## src/rtl/regbank_p2_arbiter.sv

```systemverilog
// Two-requester front end for the RegBankP2 instruction port: one-entry holds, arbiter, opcode screen.
// Define REGBANK_P2_ARBITER_LOCK_EN to let the last-granted requester hold the grant via reqN_lock.
`ifndef RegBankP2_NOP
`define RegBankP2_NOP 4'h0
`endif
`ifndef RegBankP2_LD0
`define RegBankP2_LD0 4'h1
`endif
`ifndef RegBankP2_LD1
`define RegBankP2_LD1 4'h2
`endif

module regbank_p2_arbiter #(
  parameter int OPCODE_W = 4,
  parameter int DATA_W   = 8,
  parameter bit PRIO_FIX = 1'b0
) (
  input  logic                       clock,
  input  logic                       reset,
  input  logic [OPCODE_W+DATA_W-1:0] req0_inst,
  input  logic                       req0_valid,
  output logic                       req0_ready,
  input  logic                       req0_lock,
  input  logic [OPCODE_W+DATA_W-1:0] req1_inst,
  input  logic                       req1_valid,
  output logic                       req1_ready,
  input  logic                       req1_lock,
  output logic [OPCODE_W+DATA_W-1:0] inst,
  output logic                       inst_en,
  output logic                       grant,
  output logic                       error
);
  localparam int INST_W = OPCODE_W + DATA_W;

  typedef enum logic {LAST0 = 1'b0, LAST1 = 1'b1} last_e;

  last_e             state_r;
  logic [INST_W-1:0] hold0_r, hold1_r, inst_r, win_inst_s;
  logic              hold0_full_r, hold1_full_r, ready0_r, ready1_r;
  logic              inst_en_r, grant_r, error_r;
  logic              acc0_s, acc1_s, lock0_s, lock1_s;
  logic              win_valid_s, win_idx_s, full0_nx_s, full1_nx_s;

  function automatic logic opcode_legal(input logic [OPCODE_W-1:0] op);
    logic legal;
    case (op)
      `RegBankP2_NOP, `RegBankP2_LD0, `RegBankP2_LD1: legal = 1'b1;
      default:                                          legal = 1'b0;
    endcase
    return legal;
  endfunction

`ifdef REGBANK_P2_ARBITER_LOCK_EN
  assign lock0_s = req0_lock & (state_r == LAST0);
  assign lock1_s = req1_lock & (state_r == LAST1);
`else
  logic unused_lock_s;
  assign unused_lock_s = req0_lock ^ req1_lock;
  assign lock0_s       = 1'b0;
  assign lock1_s       = 1'b0;
`endif

  assign acc0_s = req0_valid & ready0_r;
  assign acc1_s = req1_valid & ready1_r;

  // Winner selection among full holds, plus next hold occupancy.
  always_comb begin
    win_valid_s = hold0_full_r | hold1_full_r;
    win_idx_s   = 1'b0;
    if (hold0_full_r && hold1_full_r) begin
      if (lock0_s) begin
        win_idx_s = 1'b0;
      end else if (lock1_s) begin
        win_idx_s = 1'b1;
      end else if (PRIO_FIX) begin
        win_idx_s = 1'b0;
      end else begin
        win_idx_s = (state_r == LAST0);
      end
    end else if (hold1_full_r) begin
      win_idx_s = 1'b1;
    end else begin
      win_idx_s = 1'b0;
    end
    win_inst_s = win_idx_s ? hold1_r : hold0_r;
    full0_nx_s = acc0_s | (hold0_full_r & ~(win_valid_s & ~win_idx_s));
    full1_nx_s = acc1_s | (hold1_full_r & ~(win_valid_s & win_idx_s));
  end

  // Holds, last-grant FSM and registered issue outputs.
  always_ff @(posedge clock or negedge reset) begin
    if (!reset) begin
      state_r      <= LAST1;
      hold0_r      <= {INST_W{1'b0}};
      hold1_r      <= {INST_W{1'b0}};
      hold0_full_r <= 1'b0;
      hold1_full_r <= 1'b0;
      ready0_r     <= 1'b0;
      ready1_r     <= 1'b0;
      inst_r       <= {INST_W{1'b0}};
      inst_en_r    <= 1'b0;
      grant_r      <= 1'b0;
      error_r      <= 1'b0;
    end else begin
      if (acc0_s) hold0_r <= req0_inst;
      if (acc1_s) hold1_r <= req1_inst;
      hold0_full_r <= full0_nx_s;
      hold1_full_r <= full1_nx_s;
      ready0_r     <= ~full0_nx_s;
      ready1_r     <= ~full1_nx_s;
      if (win_valid_s) begin
        grant_r <= win_idx_s;
        state_r <= win_idx_s ? LAST1 : LAST0;
        // Illegal opcodes are dropped: inst keeps its old value, error pulses.
        if (opcode_legal(win_inst_s[INST_W-1:DATA_W])) begin
          inst_r    <= win_inst_s;
          inst_en_r <= 1'b1;
          error_r   <= 1'b0;
        end else begin
          inst_en_r <= 1'b0;
          error_r   <= 1'b1;
        end
      end else begin
        inst_en_r <= 1'b0;
        error_r   <= 1'b0;
      end
    end
  end

  assign req0_ready = ready0_r;
  assign req1_ready = ready1_r;
  assign inst       = inst_r;
  assign inst_en    = inst_en_r;
  assign grant      = grant_r;
  assign error      = error_r;

endmodule

```

## config.mk

```make
export PLATFORM = sky130hd
export DESIGN_NAME = regbank_p2_arbiter
export DESIGN_NICKNAME = d
export VERILOG_FILES = /design/src/rtl/regbank_p2_arbiter.sv
export SDC_FILE = /design/constraint.sdc
export NUM_CORES = 1
export LEC_CHECK = 0
export ABC_AREA = 1
export CAP_MARGIN = 20
export CORE_MARGIN = 4
export CORE_UTILIZATION = 43
export DETAILED_ROUTE_END_ITERATION = 8
export PLACE_DENSITY = 0.74
export SLEW_MARGIN = 20
export SYNTH_ARGS = -nofsm -noshare
export SYNTH_HDL_FRONTEND = slang
export SYNTH_SLANG_ARGS = --single-unit
```

## constraint.sdc

```tcl
create_clock -name clock -period 1.35 [get_ports clock]
set_input_delay 0.27 -clock clock [delete_from_list [all_inputs] [get_ports clock]]
set_output_delay 0.27 -clock clock [all_outputs]
set_load 0.05 [all_outputs]
```

# Word-level counts from Yosys, hierarchy flattened
# Index checks and enable logic that the tools add are counted.
# totals
regBits	44
in_bits	30
wordCells	42
# classes
reduce_logical	4
muxes	10
eq_ne	2
bitwise	15
# op_table
cell	n
12-bit two-way mux	1
1-bit two-way mux	9
1-bit AND	6
1-bit inverter	6
4-bit by 1-bit == test with 1-bit output (second input constant)	1
4-bit by 2-bit == test with 1-bit output (second input constant)	1
4-bit zero test	1
1-bit bitwise OR	3
3-bit OR reduction	1
2-bit AND reduction	1
1-bit logical AND	1

# Logic depth before layout (Yosys ltp)
# logic_depth
word_depth	9
ltp_mapped	9
depth_no_buf	8

# Worst setup path after synthesis
# OpenSTA, ideal clock, no wires.
# synth_path
path_type	register -> register
from	reg ready0_r, in the netlist req0_ready
to	reg hold0_r[10]
path_buffers	1
setup_ns	0.125
path_slack_ns	-0.077
synth_period_minus_slack_ns	1.427
arrival_ns	1.302
path_stages_with_launch	4
cell_sequence	dfrtp_1 > nand2_1 > buf_2 > mux2_2
# synth_via
elab_chain_len	1
# synth_rtl
item	line_no	rtl
start: declaration	39	logic hold0_full_r, hold1_full_r, ready0_r, ready1_r;
start signal: assignment	109	ready0_r <= ~full0_nx_s;
1-bit AND	63	assign acc0_s = req0_valid & ready0_r;
end signal: assignment	94	hold0_r <= {INST_W{1'b0}};
end signal: assignment	105	if (acc0_s) hold0_r <= req0_inst;
end: declaration	38	logic [INST_W-1:0] hold0_r, hold1_r, inst_r, win_inst_s;
# No other way between the ends.
# A chain may end at the register's enable or synchronous reset.

# Worst setup path after layout
# layout_path
from	reg state_r
to	reg inst_r[3], in the netlist inst[3]
# layout_via
elab_chain_len	8
# layout_rtl
item	line_no	rtl
start: declaration	37	last_e state_r;
start signal: assignment	113	state_r <= win_idx_s ? LAST1 : LAST0;
1-bit inverter (*)	78	win_idx_s = (state_r == LAST0);
1-bit two-way mux (*)	70	if (hold0_full_r && hold1_full_r) begin
12-bit two-way mux (*)	85	win_inst_s = win_idx_s ? hold1_r : hold0_r;
4-bit by 1-bit == test with 1-bit output, or another cell as far along	46	case (op)
3-bit OR reduction	46	
1-bit two-way mux	46	
1-bit two-way mux	111	if (win_valid_s) begin
2-bit AND reduction (no line)	n/a	
end signal: assignment	100	inst_r <= {INST_W{1'b0}};
end signal: assignment	116	inst_r <= win_inst_s;
end: declaration	38	
# Mark *: on every way between the ends. The rest lies on a longest branch, timed or not. The select of a mux whose other input is x is not followed.

==> impl_metrics.yaml <==
global_routing:
  grt_pass1_vias: 1283
  grt_usage_pct: 14.7
  grt_first_pass_wirelength_mm: 5.93
  grt_remaining_overflow: 0
  grt_max_degree: 32
  grt_antenna_before_repair: 0
clocking:
  clock_sinks: 44
  clk_path_buf_depth: 2
  clkTransAtPathRegs_ns: 0.08
  cts_tree: "yes"
  clk_root_buffer_cell: "clkbuf_8"
  numCtsBuffers: 5
  clkLatencyLatePin_ns: 0.30
  cts_max_level: 2
timing:
  drv_slew: 0
  rsz0062_at_grt: "yes"
  finalSetupTns_ns: -0.00457
  period_share_pct: 100
  period_needed_ns: 1.35
  hold_viol: 0
  worst_pin_slew_ns: 0.335
  setup_viol: 1
  fmax_mhz: 738
  layout_setup_ws_ns: -0.00457
  final.setup_skew_ns: 0.00598
  slew_headroom_pct: 77.6
synth:
  syn_area_per_cell_sq_um: 11.2
  synthMostInstantiatedCell: "nand2_1"
  async_flop_share_pct: 100
  yosys.area.top_type: "dfrtp_1"
  ys.flop_type: "dfrtp_1"
  synth_fp_nets: 196
  netlist_area_sq_um: 1860
  ys_top_cells_by_area: "dfrtp_1, mux2_2, nand2_1"
  synthCells: 166
  ys_warn_count: 0
  synth_top_cell_area_share_pct: 58.0
  synth-edff-count: 0
  ys_ff_latch: 44
  synthTopCellsByCount: "nand2_1, dfrtp_1, mux2_2, nand3_1, nand4_1"
  yosysSeqAreaShare_pct: 59.4
  yosysUniqueCellTypes: 17
placed_design:
  hpwlAfterDp_mm: 2.67
  place_area_sq_um: 2580
  io_buffer_count: 44
  place_congestion: 0.785
  dp_cells: 264
layout:
  drive_gt1_share_pct: 39.2
  area.growth.synth_to_final_pct: 50.8
  layoutNonFillerInstCount: 277
  fin_area_sq_um: 2800
  fillers: 302
  multi_input_area_sq_um: 747
  regArea_sq_um: 1110
  diodes: 0
  num-nets-final: 256
critical_path:
  required_ns: 1.54
  critical_path.slowest_cell: "dfstp_2"
  end_kind: "flop"
  critPathBufInv: 2
  arrival_ns: 1.55
  critPathKind: "reg2reg"
  critPathMaxFanout: 6
  slowest_delay_ns: 0.56
  worstSetupStartpointType: "flop"
  cp_top_family: "flip-flops"
  crit_chain: "nand2_4, buf_6, nand3_2, nand2_4, buf_6, nand4_1, nand2_1"
route:
  num_vias: 1364
  drc: 0
  avgViaCountPerCell: 4.92
  drtPass1Iterations: 4
  first_iter_violations: 64
  wl_per_cell_um: 13.2
  wirelength_mm: 3.67
  final_antenna_net_count: 0
power:
  clockPowerShare_pct: 12.8
  powerDensity_nw_per_um2: 2190
  p_leak_nw: 1.30
  internal-power_mw: 3.70
  power_frac_comb_pct: 51.6
  p_seq_share_pct: 35.6
  ir_drop_mv: 1.16
  p_total_mw: 6.13
  netSwitchingPower_mw: 2.43
  switching_share_pct: 39.7
min_path:
  worst_hold_path_type: "in2async"
floorplan:
  die_area_sq_um: 5430
  die_x_um: 73.7
  num_io_pins: 47
  initial_core_util_pct: 45.4
  fp.coreArea_sq_um: 4090
  fp.dieH_um: 73.7
  rows: 23
status:
  failed_checks: "setup timing"
  status: "finished, violations left"
job:
  maxCapViolCount: 0
[flip-flops by register name, indices dropped and copies added, names as in the netlist]
name and count:
hold1_r 12, inst 12, error 1, req1_ready 1
req0_ready 1, hold0_r 12, inst_en 1, state_r 1
grant 1, hold0_full_r 1, hold1_full_r 1
[area by class of cell]
type	instances	share of cell area, %
tap	50	2.24
multi-input combinational	107	26.7
clock buffer	7	2.73
inverter	8	1.07
sequential	44	39.5
timing repair buffer	60	27.6
clock inverter	1	0.179
[cells by family after synthesis]
group / Yosys count / synth area share [%]
AOI/OAI and AO/OA: 3 / 1.01
buffers and inverters: 17 / 5.33
DFF: 44 / 59.4
muxes: 24 / 14.6
and+or+nand+nor: 78 / 19.7
[per-layer routing]
metal,routed length (um),track usage [%]
met5,0,0
met2,1850,23.1
met3,192,4.24
met1,1540,18.3
met4,81,7.85
[placed cells by master, fill, tap and decap left out, types with 2 or more instances in the layout]
cell type	netlist	layout
dfrtp_1	43	40
nand2_1	49	39
clkdlybuf4s50_1	0	26
mux2_2	24	24
buf_12	0	19
nand4_1	10	10
nand2_2	3	9
nand3_1	10	8
buf_4	2	8
inv_1	8	7
nand2_4	1	5
clkbuf_8	0	5
buf_6	3	5
nand3_2	1	3
nor2_1	3	3
dfrtp_2	0	3
nand3_4	1	2
clkbuf_1	0	2
[power groups by stage]
stage          registers [mW]  logic, mW  clock network (mW)
2_1_floorplan            2.68       1.05                   0
3_3_place_gp             2.16       2.83                   0
3_5_place_dp             2.18       2.87                   0
4_1_cts                  2.16       3.01               0.799
5_1_grt                  2.25       3.36               0.854
6_report                 2.18       3.16               0.786
[repair_timing]
| item | in CTS | in global routing |
|---|---|---|
| setup buffers | 1 | 1 |
| setup endpoints to repair | 13 | 14 |
| hold buffers | 1 | 0 |
| endpoints found under the hold margin | 13 | 0 |
| pin swaps | 3 | 9 |
| gates cloned | 2 | 0 |
| resized for setup | 7 | 20 |
[path summary, 6_finish.rpt]
check | from | to | slack, ns | cells after the start
worst max-delay path | state_r | inst[3] | -0.005 | 7
worst min-delay path | reset | inst_en | 0.41 | 2
worst max register to register | state_r | inst[3] | -0.005 | 7
worst min register to register | state_r | state_r | 0.49 | 2
max in group asynchronous | reset | state_r | 0.40 | 3
min in group clock | state_r | state_r | 0.49 | 2
[per-stage QoR]
step	hold slack [ns]	worst slack, ns	utilization (%)
3_3_place_gp	0.184	-0.0640	63.1
5_1_grt	0.437	-0.0575	68.5
3_5_place_dp	0.185	-0.119	63.1
6_report	0.412	-0.00457	68.5
2_1_floorplan	-0.0256	0.0177	-
4_1_cts	0.400	-0.00161	66.5
No activity file was read; power rests on OpenSTA's default activity.
==> patch (same flow settings) <==
Set the parameter `DATA_W` to 7 (it was 8).
--- a/src/rtl/regbank_p2_arbiter.sv
+++ b/src/rtl/regbank_p2_arbiter.sv
@@ -12,7 +12,7 @@
 
 module regbank_p2_arbiter #(
   parameter int OPCODE_W = 4,
-  parameter int DATA_W   = 8,
+  parameter int DATA_W   = 7,
   parameter bit PRIO_FIX = 1'b0
 ) (
   input  logic                       clock,
Interface: changed (resized inst, req0_inst and req1_inst); port bits go from 47 to 44. No check against the original RTL was run, so the function may have changed too.
==> patch against the original RTL <==
- the flow still finishes with violations (setup timing)
- routed wire length is 6.0% higher
- area after synthesis is 7.3% lower
- total power is 0.28% lower
- setup slack worse by 0.013 ns
- largest cell class unchanged
- final area is 3.8% lower
- sequential cell count is 3 lower
- sequential power is 6% lower
==> patch: results (changes against the original RTL) <==
.. list-table::
   :header-rows: 1

   * - Metric
     - Value
   * - Max_slew headroom
     - 0.791 (+0.0145)
   * - Number of vias per cell after detailed routing
     - 4.97 (+0.84%)
   * - Final worst setup slack
     - -0.0177 ns (-0.0131 ns)
   * - Data arrival time of the worst path
     - 1.59 ns (+0.04 ns)
   * - Total nets after synthesis
     - 182 (-7.1%)
   * - Failing checks
     - setup timing
   * - Overall routed net length
     - 3890 um (+6.0%)
   * - Post-synthesis compound-gate area fraction
     - 0.00873 (-0.00138)
   * - Most numerous cell types in the synthesized netlist
     - sky130_fd_sc_hd__nand2_1, sky130_fd_sc_hd__dfrtp_1, sky130_fd_sc_hd__mux2_2
   * - Average detailed-routed wire length per instance
     - 15.0 um (+13%)
   * - Worst supply voltage drop on vdd
     - 1.25 mV (+7.4%)
   * - Via count of the first global-routing pass
     - 1329 (+3.6%)
   * - Number of instances in the placed design
     - 248 (-6.1%)
   * - Result of the run
     - finished with violations
   * - Met3 usage in global routing
     - 0.0365 (-0.00594)
   * - I/O Buffers
     - 41 (-6.8%)
   * - Area contributors post-synth
     - sky130_fd_sc_hd__dfrtp_1, sky130_fd_sc_hd__mux2_2, sky130_fd_sc_hd__nand2_1
   * - Share of synthesized area spent on multiplexers
     - 0.144 (-0.00155)
   * - Static power due to leakage
     - 1.24 nW (-5.1%)
   * - Pin count of the biggest net entering global routing
     - 29 (-9.4%)
   * - Share of layout cells above drive strength 1
     - 0.439 (+0.0466)
   * - First-pass GRT wire length
     - 5910 um (-0.35%)
   * - Count of endpoints failing setup in the final report
     - 3 (+2)
   * - Total Routing Usage GR
     - 0.147 (+0.000234)
   * - Met1 routing resource usage after global routing
     - 0.175 (-0.00763)
-- patch: stage by stage --
step	setup TNS, ns	power [mW]	setup slack [ns]	hold WS [ns]	util
floorplan	0	3.47	0.0310	-0.0256	-
global placement	-0.390	4.63	-0.0246	0.176	0.639
detailed placement	-1.72	4.73	-0.106	0.177	0.639
CTS	0	5.84	0.00427	0.419	0.688
global route	-0.749	6.41	-0.100	0.443	0.714
finish	-0.0358	6.11	-0.0177	0.414	0.714
-- patch: kinds of logic after synthesis --
logic type      count (synthesis)
mux                            22
simple gates                   72
buf+inv                        16
flops                          41
compound gates                  3
-- patch: layout make-up --
| type | count | area, sq um |
|---|---|---|
| sequential | 41 | 1030 |
| multi-input combinational | 99 | 734 |
| inverter | 8 | 30.0 |
| tap | 48 | 60.1 |
| fill | 249 | 1080 |
| clock inverter | 1 | 30.0 |
| clock buffer | 7 | 86.3 |
| timing repair buffer | 56 | 721 |
-- patch: final timing paths --
check                                to  slack [ns]  cells past startpoint
worst max-delay path            inst[1]       -0.02                      8
worst min-delay path            inst[5]        0.41                      2
worst max register to register  inst[1]       -0.02                      8
worst min register to register  state_r        0.50                      2
max in group asynchronous       state_r        0.42                      3
min in group clock              state_r        0.50                      2
-- patch: report_power, final --
part	total [mW]	internal, mW	switching [mW]
Clock	0.991	0.602	0.389
Sequential	2.06	1.67	0.390
Combinational	3.06	1.45	1.61
Total	6.11	3.72	2.39
-- patch: what timing repair did --
item / CTS / global route
setup buffers: 1 / 0
pin swaps: 3 / 11
cloned: 1 / 1
hold buffers: 1 / 0
setup endpoints to repair: 14 / 15
hold endpoints to repair: 13 / 0
gates resized for setup: 10 / 24
-- patch: worst max-delay path, delay by kind of cell, from the launching register on --
kind	cells	cell delay (ns)
simple gates	8	0.73
flops	1	0.57
